<file path="src/rtl/result_scoreboard_pkg.sv">
// Shared types and helpers for the result scoreboard: FSM state encoding,
// error-counter width and an index-width helper that never returns zero.
package scoreboard_pkg;

    typedef enum logic [2:0] {
        ST_IDLE    = 3'd0,
        ST_RUN     = 3'd1,
        ST_PASS    = 3'd2,
        ST_FAIL    = 3'd3,
        ST_TIMEOUT = 3'd4
    } sb_state_e;

    localparam int ERR_W = 8;

    // Width needed to index n entries, at least one bit so a 1-entry table still has an address.
    function automatic int clog2_min1(input int n);
        return (n > 2) ? $clog2(n) : 1;
    endfunction

endpackage

</file>
<file path="src/rtl/result_scoreboard_if.sv">
// Bus between the scoreboard and its driver: table load port, processor
// result stream and the run status outputs.
interface result_scoreboard_if
    import scoreboard_pkg::*;
#(
    parameter int WIDTH      = 32,
    parameter int NUM_CHECKS = 20
);
    localparam int IDX_W = clog2_min1(NUM_CHECKS);
    localparam int PTS_W = $clog2(NUM_CHECKS + 1);

    logic             start;
    logic             exp_we;
    logic [IDX_W-1:0] exp_addr;
    logic [WIDTH-1:0] exp_data;
    logic             res_valid;
    logic [WIDTH-1:0] res_data;
    logic [PTS_W-1:0] points;
    logic [ERR_W-1:0] errors;
    logic             busy;
    logic             done;
    logic             pass;

    modport master (
        output start, exp_we, exp_addr, exp_data, res_valid, res_data,
        input  points, errors, busy, done, pass
    );

    modport slave (
        input  start, exp_we, exp_addr, exp_data, res_valid, res_data,
        output points, errors, busy, done, pass
    );

endinterface

</file>
<file path="src/rtl/result_scoreboard_match_table.sv">
// Expected-value storage, match bitmap and comparator. Reports whether the
// current result hits and, in any-order mode, the lowest unmatched entry hit.
module sb_match_table
    import scoreboard_pkg::*;
#(
    parameter int WIDTH      = 32,
    parameter int NUM_CHECKS = 20,
    parameter int ORDERED    = 1,
    parameter int IDX_W      = clog2_min1(NUM_CHECKS)
) (
    input  logic             clk,
    input  logic             reset,
    input  logic             we,
    input  logic [IDX_W-1:0] waddr,
    input  logic [WIDTH-1:0] wdata,
    input  logic             clr,
    input  logic             mark_en,
    input  logic [IDX_W-1:0] mark_idx,
    input  logic [WIDTH-1:0] cmp_data,
    input  logic [IDX_W-1:0] ord_idx,
    output logic             hit,
    output logic [IDX_W-1:0] hit_idx
);

    logic [WIDTH-1:0]      mem_q [NUM_CHECKS];
    logic [WIDTH-1:0]      mem_d [NUM_CHECKS];
    logic [NUM_CHECKS-1:0] map_q;
    logic [NUM_CHECKS-1:0] map_d;
    logic                  any_hit;
    logic [IDX_W-1:0]      any_idx;
    logic                  ord_hit;

    always_comb begin
        mem_d = mem_q;
        if (we && (int'(waddr) < NUM_CHECKS)) begin
            mem_d[waddr] = wdata;
        end
        map_d = map_q;
        if (clr) begin
            map_d = '0;
        end else if (mark_en) begin
            map_d[mark_idx] = 1'b1;
        end
    end

    // Descending scan so the last assignment left standing is the lowest index.
    always_comb begin
        any_hit = 1'b0;
        any_idx = '0;
        for (int i = NUM_CHECKS - 1; i >= 0; i--) begin
            if (!map_q[i] && (mem_q[i] == cmp_data)) begin
                any_hit = 1'b1;
                any_idx = IDX_W'(i);
            end
        end
        ord_hit = (int'(ord_idx) < NUM_CHECKS) && (mem_q[ord_idx] == cmp_data);
        hit     = (ORDERED != 0) ? ord_hit : any_hit;
        hit_idx = (ORDERED != 0) ? ord_idx : any_idx;
    end

    // Table contents survive reset so a board reset does not force a reload.
    always_ff @(posedge clk) begin
        mem_q <= mem_d;
    end

    always_ff @(posedge clk or negedge reset) begin
        if (!reset) begin
            map_q <= '0;
        end else begin
            map_q <= map_d;
        end
    end

endmodule

</file>
<file path="src/rtl/result_scoreboard.sv">
// Self-checking scoreboard beside the processor: scores the Result stream
// against a loaded table and reports pass, mismatch fail or watchdog timeout.
//
// state      | meaning
// ST_IDLE    | after reset, waiting for start
// ST_RUN     | sampling results, counting points/errors, watchdog running
// ST_PASS    | NUM_CHECKS points reached
// ST_FAIL    | mismatch seen with STRICT set
// ST_TIMEOUT | watchdog expired without a new point
module result_scoreboard
    import scoreboard_pkg::*;
#(
    parameter int WIDTH      = 32,
    parameter int NUM_CHECKS = 20,
    parameter int ORDERED    = 1,
    parameter int STRICT     = 0,
    parameter int TIMEOUT    = 4096
) (
    input logic                clk,
    input logic                reset,
    result_scoreboard_if.slave bus
);

    localparam int IDX_W     = clog2_min1(NUM_CHECKS);
    localparam int PTS_W     = $clog2(NUM_CHECKS + 1);
    localparam int WD_W      = clog2_min1(TIMEOUT + 1);
    localparam int WD_LOAD_I = (TIMEOUT > 0) ? TIMEOUT - 1 : 0;
    localparam logic [WD_W-1:0]  WD_LOAD   = WD_W'(WD_LOAD_I);
    localparam logic [PTS_W-1:0] PTS_LAST  = PTS_W'(NUM_CHECKS - 1);
    localparam bit               WD_EN     = (TIMEOUT > 0);
    localparam bit               STRICT_EN = (STRICT != 0);

    sb_state_e        state_q, state_d;
    logic [PTS_W-1:0] points_q, points_d;
    logic [ERR_W-1:0] errors_q, errors_d;
    logic [WD_W-1:0]  wd_q, wd_d;
    logic             busy_q, busy_d;
    logic             done_q, done_d;
    logic             pass_q, pass_d;
    logic             clr_map;
    logic             mark_en;
    logic             hit;
    logic [IDX_W-1:0] hit_idx;
    logic             in_run;

    assign in_run = (state_q == ST_RUN);

    sb_match_table #(
        .WIDTH      (WIDTH),
        .NUM_CHECKS (NUM_CHECKS),
        .ORDERED    (ORDERED),
        .IDX_W      (IDX_W)
    ) u_match_table (
        .clk      (clk),
        .reset    (reset),
        .we       (bus.exp_we && !in_run),
        .waddr    (bus.exp_addr),
        .wdata    (bus.exp_data),
        .clr      (clr_map),
        .mark_en  (mark_en),
        .mark_idx (hit_idx),
        .cmp_data (bus.res_data),
        .ord_idx  (points_q[IDX_W-1:0]),
        .hit      (hit),
        .hit_idx  (hit_idx)
    );

    // Watchdog is a down-counter reloaded on every point; expiry is terminal count zero.
    always_comb begin
        state_d  = state_q;
        points_d = points_q;
        errors_d = errors_q;
        wd_d     = wd_q;
        clr_map  = 1'b0;
        mark_en  = 1'b0;
        if (bus.start) begin
            state_d  = ST_RUN;
            points_d = '0;
            errors_d = '0;
            wd_d     = WD_LOAD;
            clr_map  = 1'b1;
        end else if (in_run) begin
            if (bus.res_valid && hit) begin
                mark_en  = 1'b1;
                points_d = points_q + PTS_W'(1);
                wd_d     = WD_LOAD;
                if (points_q == PTS_LAST) begin
                    state_d = ST_PASS;
                end
            end else begin
                if (bus.res_valid) begin
                    if (errors_q != '1) begin
                        errors_d = errors_q + ERR_W'(1);
                    end
                    if (STRICT_EN) begin
                        state_d = ST_FAIL;
                    end
                end
                if (WD_EN && (state_d == ST_RUN)) begin
                    if (wd_q == '0) begin
                        state_d = ST_TIMEOUT;
                    end else begin
                        wd_d = wd_q - WD_W'(1);
                    end
                end
            end
        end
        busy_d = (state_d == ST_RUN);
        done_d = (state_d == ST_PASS) || (state_d == ST_FAIL) || (state_d == ST_TIMEOUT);
        pass_d = (state_d == ST_PASS);
    end

    always_ff @(posedge clk or negedge reset) begin
        if (!reset) begin
            state_q  <= ST_IDLE;
            points_q <= '0;
            errors_q <= '0;
            wd_q     <= '0;
            busy_q   <= 1'b0;
            done_q   <= 1'b0;
            pass_q   <= 1'b0;
        end else begin
            state_q  <= state_d;
            points_q <= points_d;
            errors_q <= errors_d;
            wd_q     <= wd_d;
            busy_q   <= busy_d;
            done_q   <= done_d;
            pass_q   <= pass_d;
        end
    end

    assign bus.points = points_q;
    assign bus.errors = errors_q;
    assign bus.busy   = busy_q;
    assign bus.done   = done_q;
    assign bus.pass   = pass_q;

endmodule

</file>
<file path="src/flat_wrapper.sv">
// flat-port wrapper written by rule: the top's interface ports become plain ports
module result_scoreboard_flat import scoreboard_pkg::*;
#(
    parameter int WIDTH      = 32,
    parameter int NUM_CHECKS = 20,
    parameter int ORDERED    = 1,
    parameter int STRICT     = 0,
    parameter int TIMEOUT    = 4096
)
  (clk, reset, bus_start, bus_exp_we, bus_exp_addr, bus_exp_data, bus_res_valid, bus_res_data, bus_points, bus_errors, bus_busy, bus_done, bus_pass);
  result_scoreboard_if #(.WIDTH(WIDTH), .NUM_CHECKS(NUM_CHECKS)) bus_i ();
  input logic clk;
  input logic reset;
  input wire logic [$bits(bus_i.start)-1:0] bus_start;
  input wire logic [$bits(bus_i.exp_we)-1:0] bus_exp_we;
  input wire logic [$bits(bus_i.exp_addr)-1:0] bus_exp_addr;
  input wire logic [$bits(bus_i.exp_data)-1:0] bus_exp_data;
  input wire logic [$bits(bus_i.res_valid)-1:0] bus_res_valid;
  input wire logic [$bits(bus_i.res_data)-1:0] bus_res_data;
  output wire logic [$bits(bus_i.points)-1:0] bus_points;
  output wire logic [$bits(bus_i.errors)-1:0] bus_errors;
  output wire logic [$bits(bus_i.busy)-1:0] bus_busy;
  output wire logic [$bits(bus_i.done)-1:0] bus_done;
  output wire logic [$bits(bus_i.pass)-1:0] bus_pass;
  assign bus_i.start = bus_start;
  assign bus_i.exp_we = bus_exp_we;
  assign bus_i.exp_addr = bus_exp_addr;
  assign bus_i.exp_data = bus_exp_data;
  assign bus_i.res_valid = bus_res_valid;
  assign bus_i.res_data = bus_res_data;
  assign bus_points = bus_i.points;
  assign bus_errors = bus_i.errors;
  assign bus_busy = bus_i.busy;
  assign bus_done = bus_i.done;
  assign bus_pass = bus_i.pass;
  result_scoreboard #(.WIDTH(WIDTH), .NUM_CHECKS(NUM_CHECKS), .ORDERED(ORDERED), .STRICT(STRICT), .TIMEOUT(TIMEOUT)) u_core (.clk(clk), .reset(reset), .bus(bus_i));
endmodule
</file>
<file path="config.mk">
export PLATFORM = sky130hd
export DESIGN_NAME = result_scoreboard_flat
export DESIGN_NICKNAME = d
export VERILOG_FILES = /design/src/rtl/result_scoreboard_pkg.sv /design/src/rtl/result_scoreboard_if.sv /design/src/rtl/result_scoreboard_match_table.sv /design/src/rtl/result_scoreboard.sv /design/src/flat_wrapper.sv
export SDC_FILE = /design/constraint.sdc
export NUM_CORES = 1
export LEC_CHECK = 0
export CORE_MARGIN = 10
export CORE_UTILIZATION = 53
export DETAILED_ROUTE_END_ITERATION = 6
export GPL_ROUTABILITY_DRIVEN = 0
export GPL_TIMING_DRIVEN = 0
export PLACE_DENSITY = 0.78
export RECOVER_POWER = 100
export SYNTH_ARGS = -nofsm -noshare
export SYNTH_HDL_FRONTEND = slang
export SYNTH_SLANG_ARGS = --single-unit
</file>
<file path="constraint.sdc">
create_clock -name clk -period 4 [get_ports clk]
set_input_delay 0.8 -clock clk [delete_from_list [all_inputs] [get_ports clk]]
set_output_delay 0.8 -clock clk [all_outputs]
set_load 0.05 [all_outputs]
</file>
==> reports/metrics.cfg <==
[final_layout]
postLayoutCoreUtil=0.6365
final_cells=2446
regArea_sq_mm=0.02003
multi_input_comb_area_sq_mm=0.007034
fillers=3308
area_delta_synth_final_pct=19.25
drive_above_1_share=0.2266
fin_nets=1788

[global_route]
grt_overflow=0
first_global_vias=15760
grt_pass1_wl_mm=109.3
grt_antenna_before_repair=8
grtUsageTotal=0.2502
grt_max_degree=33

[synth]
synthAdderAreaFrac=0.001376
netlist_instances=1495
synthTopCellsByArea=edfxtp_1 (70%), mux4_2 (6.4%), mux2i_1 (6.2%), dfrtp_1 (2.9%), a22oi_1 (1.5%)
synth-xor-area-share=0.007066
synth_top_area_frac=0.7047
synth_top_family_by_area=multiplexers
ys.warnings.count=0
synth_area_per_cell_sq_um=18.24
ys.flop_type=edfxtp_1
synth_seq_area_share=0.7341
ys_async_sr_fraction=0.04762
synth_mux_area_frac=0.1330
syn_area_sq_mm=0.02727
yosys.area_share.simple=0.05230
synth_cell_type_count=77
syn-num-nets=1572
synth_edf_count=640
yosysTopAreaCell=edfxtp_1
synth_compound_area_frac=0.05184
synth-seq-cells=672

[status]
violations=max-capacitance violations, max-slew violations, negative setup slack
status=finished, violations left

[timing]
setup_tns_ns=-0.02324
fin_crit_ns=4.023
period_share=1.006
hold_viol=0
worst_slew_margin_rel=-0.3210
fmax_mhz=248.6
setup_ws_ns=-0.02324
final-setup-viol-count=1
drv_slew=185
tightest_slew_ns=1.974
fin_worst_skew_ns=0.03290

[die]
coreArea_sq_mm=0.05109
dieWidth_um=246.8
die_area_sq_mm=0.06093
die_y_um=246.8
io_pins=90
rows=83
initial_core_util=0.5337

[clock_network]
cts_hold_buf=0
cts_tree=yes
clk_pin_slew_ns=0.07
clock_latency_ns=0.61
cts_buffer_depth=3
cts_root_buf=clkbuf_16
cts-buffers-inserted=67
cts_sinks=672
cts-htree-levels=3

[power_and_ir_drop]
power_density_mw_per_mm2=440.2
p_leak_nw=10.27
power.total_mw=14.32
worst_ir_drop_vdd_uv=279.6

[setup_path]
crit_required_ns=4.48
crit_type=register to register
cp-start-kind=register
crit_arrival_ns=4.51
critPathMaxFanout=10
worst_setup_path_end_kind=register

[routing]
drtIter0Drc=2657
drt_wl_total_mm=77.98
vias=16320
ant_nets=0
remaining_drc_errors=0
vias_per_cell=6.673
routedWlPerCell_um=31.88
drtPass1Iterations=5

[placement]
place_hpwl_mm=48.67
portBuffers=89
place_inst=2290

[worst_hold_path]
hp-class=register to register

[job]
drv_cap=11

## through the flow
stage          setup WS (ns)  instance area (sq um)  hold slack [ns]
5_1_grt             -0.04740                  32510           0.5763
2_1_floorplan         0.1985                  27270           0.4936
6_report            -0.02324                  32520           0.5487
4_1_cts             0.007388                  32250           0.2622
3_3_place_gp          -1.949                  29010           0.5247
3_5_place_dp          -1.404                  29770           0.5275
## state kept, by name, indices dropped and copies added (netlist names)
name,cells
u_core.u_match_table.mem_q,640
u_core.bus.done,1
u_core.state_q,3
u_core.bus.points,5
u_core.bus.errors,8
u_core.bus.pass,1
u_core.wd_q,13
u_core.bus.busy,1
## worst paths after layout
path                                                  startpoint                               end  slack, ns  cells after the start
worst max-delay path            u_core.bus.points[4]$_DFFE_PN0P_  u_core.bus.errors[7]$_DFFE_PN0P_      -0.02                     12
max in group asynchronous                                  reset  u_core.bus.points[2]$_DFFE_PN0P_       2.21                      1
worst min-delay path                  u_core.wd_q[6]$_DFFE_PN0P_        u_core.wd_q[6]$_DFFE_PN0P_       0.55                      2
min in group asynchronous                                  reset        u_core.wd_q[3]$_DFFE_PN0P_       0.64                      1
worst max register to register  u_core.bus.points[4]$_DFFE_PN0P_  u_core.bus.errors[7]$_DFFE_PN0P_      -0.02                     12
worst min register to register        u_core.wd_q[6]$_DFFE_PN0P_        u_core.wd_q[6]$_DFFE_PN0P_       0.55                      2
## placed cells by master, fill, tap and decap left out, types with 9 or more instances in the layout
cell type	n
edfxtp_1	640
mux2i_1	165
mux4_2	78
clkbuf_16	69
nand2_1	54
a22oi_1	53
dlygate4sd3_1	49
nor2_1	44
buf_4	40
clkdlybuf4s50_1	39
nand3_1	36
buf_6	33
dfrtp_1	27
a21oi_1	25
inv_1	16
clkbuf_1	16
nor2_2	15
a22o_1	14
nand4_1	13
a221oi_1	13
xnor2_1	13
buf_12	12
clkinv_2	12
nor2b_1	11
mux2_2	11
buf_16	10
clkinv_1	10
and3_1	9
## cells by family (layout without fill, tap and decap cells)
| kind of cell | count (synthesis) | in the layout |
|---|---|---|
| xor+xnor | 22 | 22 |
| simple gates | 263 | 263 |
| other cells | 0 | 5 |
| compound gates | 185 | 185 |
| buf+inv | 88 | 354 |
| flops | 672 | 672 |
| fa+ha+maj | 3 | 3 |
| mux | 262 | 262 |
## worst max-delay path, stage by stage (launching register included)
cell      delay (ns)
dfrtp_2         0.52
clkbuf_4        0.36
nand2b_2        0.30
buf_4           0.33
nor2_1          0.12
a211oi_4        0.30
xnor2_4         0.15
or4_4           0.56
nor4_4          0.42
nand3_2         0.23
buf_6           0.20
nand3_2         0.06
mux2_1          0.32
## power by group
group | leakage (nW) | internal [mW] | total [mW] | switching (mW)
clock network | 1.08 | 3.69 | 6.33 | 2.64
logic | 3.08 | 0.0922 | 0.274 | 0.182
registers | 6.12 | 7.70 | 7.71 | 0.00572
total | 10.3 | 11.5 | 14.3 | 2.83
## final cells by class
class / count / share of cell area
diodes: 5 / 0.0003847
plain buffers: 68 / 0.02362
clock buffers: 79 / 0.05425
clock inverters: 40 / 0.01347
inverters: 17 / 0.001962
multi-input cells: 735 / 0.2163
flip-flops and latches: 672 / 0.6158
well taps: 680 / 0.02616
repair buffers: 150 / 0.04806
## layer usage
layer | vias up | GRT usage | part of all wire
met5 | - | 0 | 0.00069
met4 | 8 | 0.1122 | 0.039
met3 | 230 | 0.07057 | 0.13
met2 | 1370 | 0.3919 | 0.47
met1 | 8176 | 0.3223 | 0.36
li1 | 6538 | - | -
## synth_stat cells (4+ instances only)
| cell type | n |
|---|---|
| a221oi_1 | 15 |
| dfrtp_1 | 32 |
| nand3_1 | 39 |
| or3_1 | 6 |
| and4_1 | 5 |
| or4_1 | 8 |
| nor3b_1 | 8 |
| inv_1 | 16 |
| and2_1 | 7 |
| mux4_2 | 78 |
| mux2i_1 | 168 |
| a211oi_1 | 7 |
| nor2_1 | 60 |
| a31o_2 | 4 |
| edfxtp_1 | 640 |
| buf_2 | 18 |
| and3_1 | 9 |
| nand2_1 | 54 |
| buf_6 | 15 |
| nor4_1 | 7 |
| a21o_1 | 6 |
| o31ai_1 | 4 |
| a221oi_2 | 4 |
| a31oi_1 | 7 |
| xnor2_1 | 15 |
| o22ai_1 | 5 |
| o21ai_0 | 5 |
| nor2b_1 | 11 |
| o21a_1 | 5 |
| a22o_1 | 14 |
| clkbuf_1 | 12 |
| a21oi_1 | 25 |
| xor2_1 | 7 |
| buf_4 | 24 |
| mux2_2 | 11 |
| nor3_1 | 11 |
| a22oi_1 | 56 |
| nand4_1 | 13 |
## what timing repair did
item | in CTS | in global routing
cloned | 0 | 1
endpoints found under the hold margin | 0 | 0
pin swaps | 5 | 13
endpoints found under the setup margin | 32 | 28
resized for setup | 68 | 82
buffers inserted | 5 | 29
No activity file was read; power rests on OpenSTA's default activity.
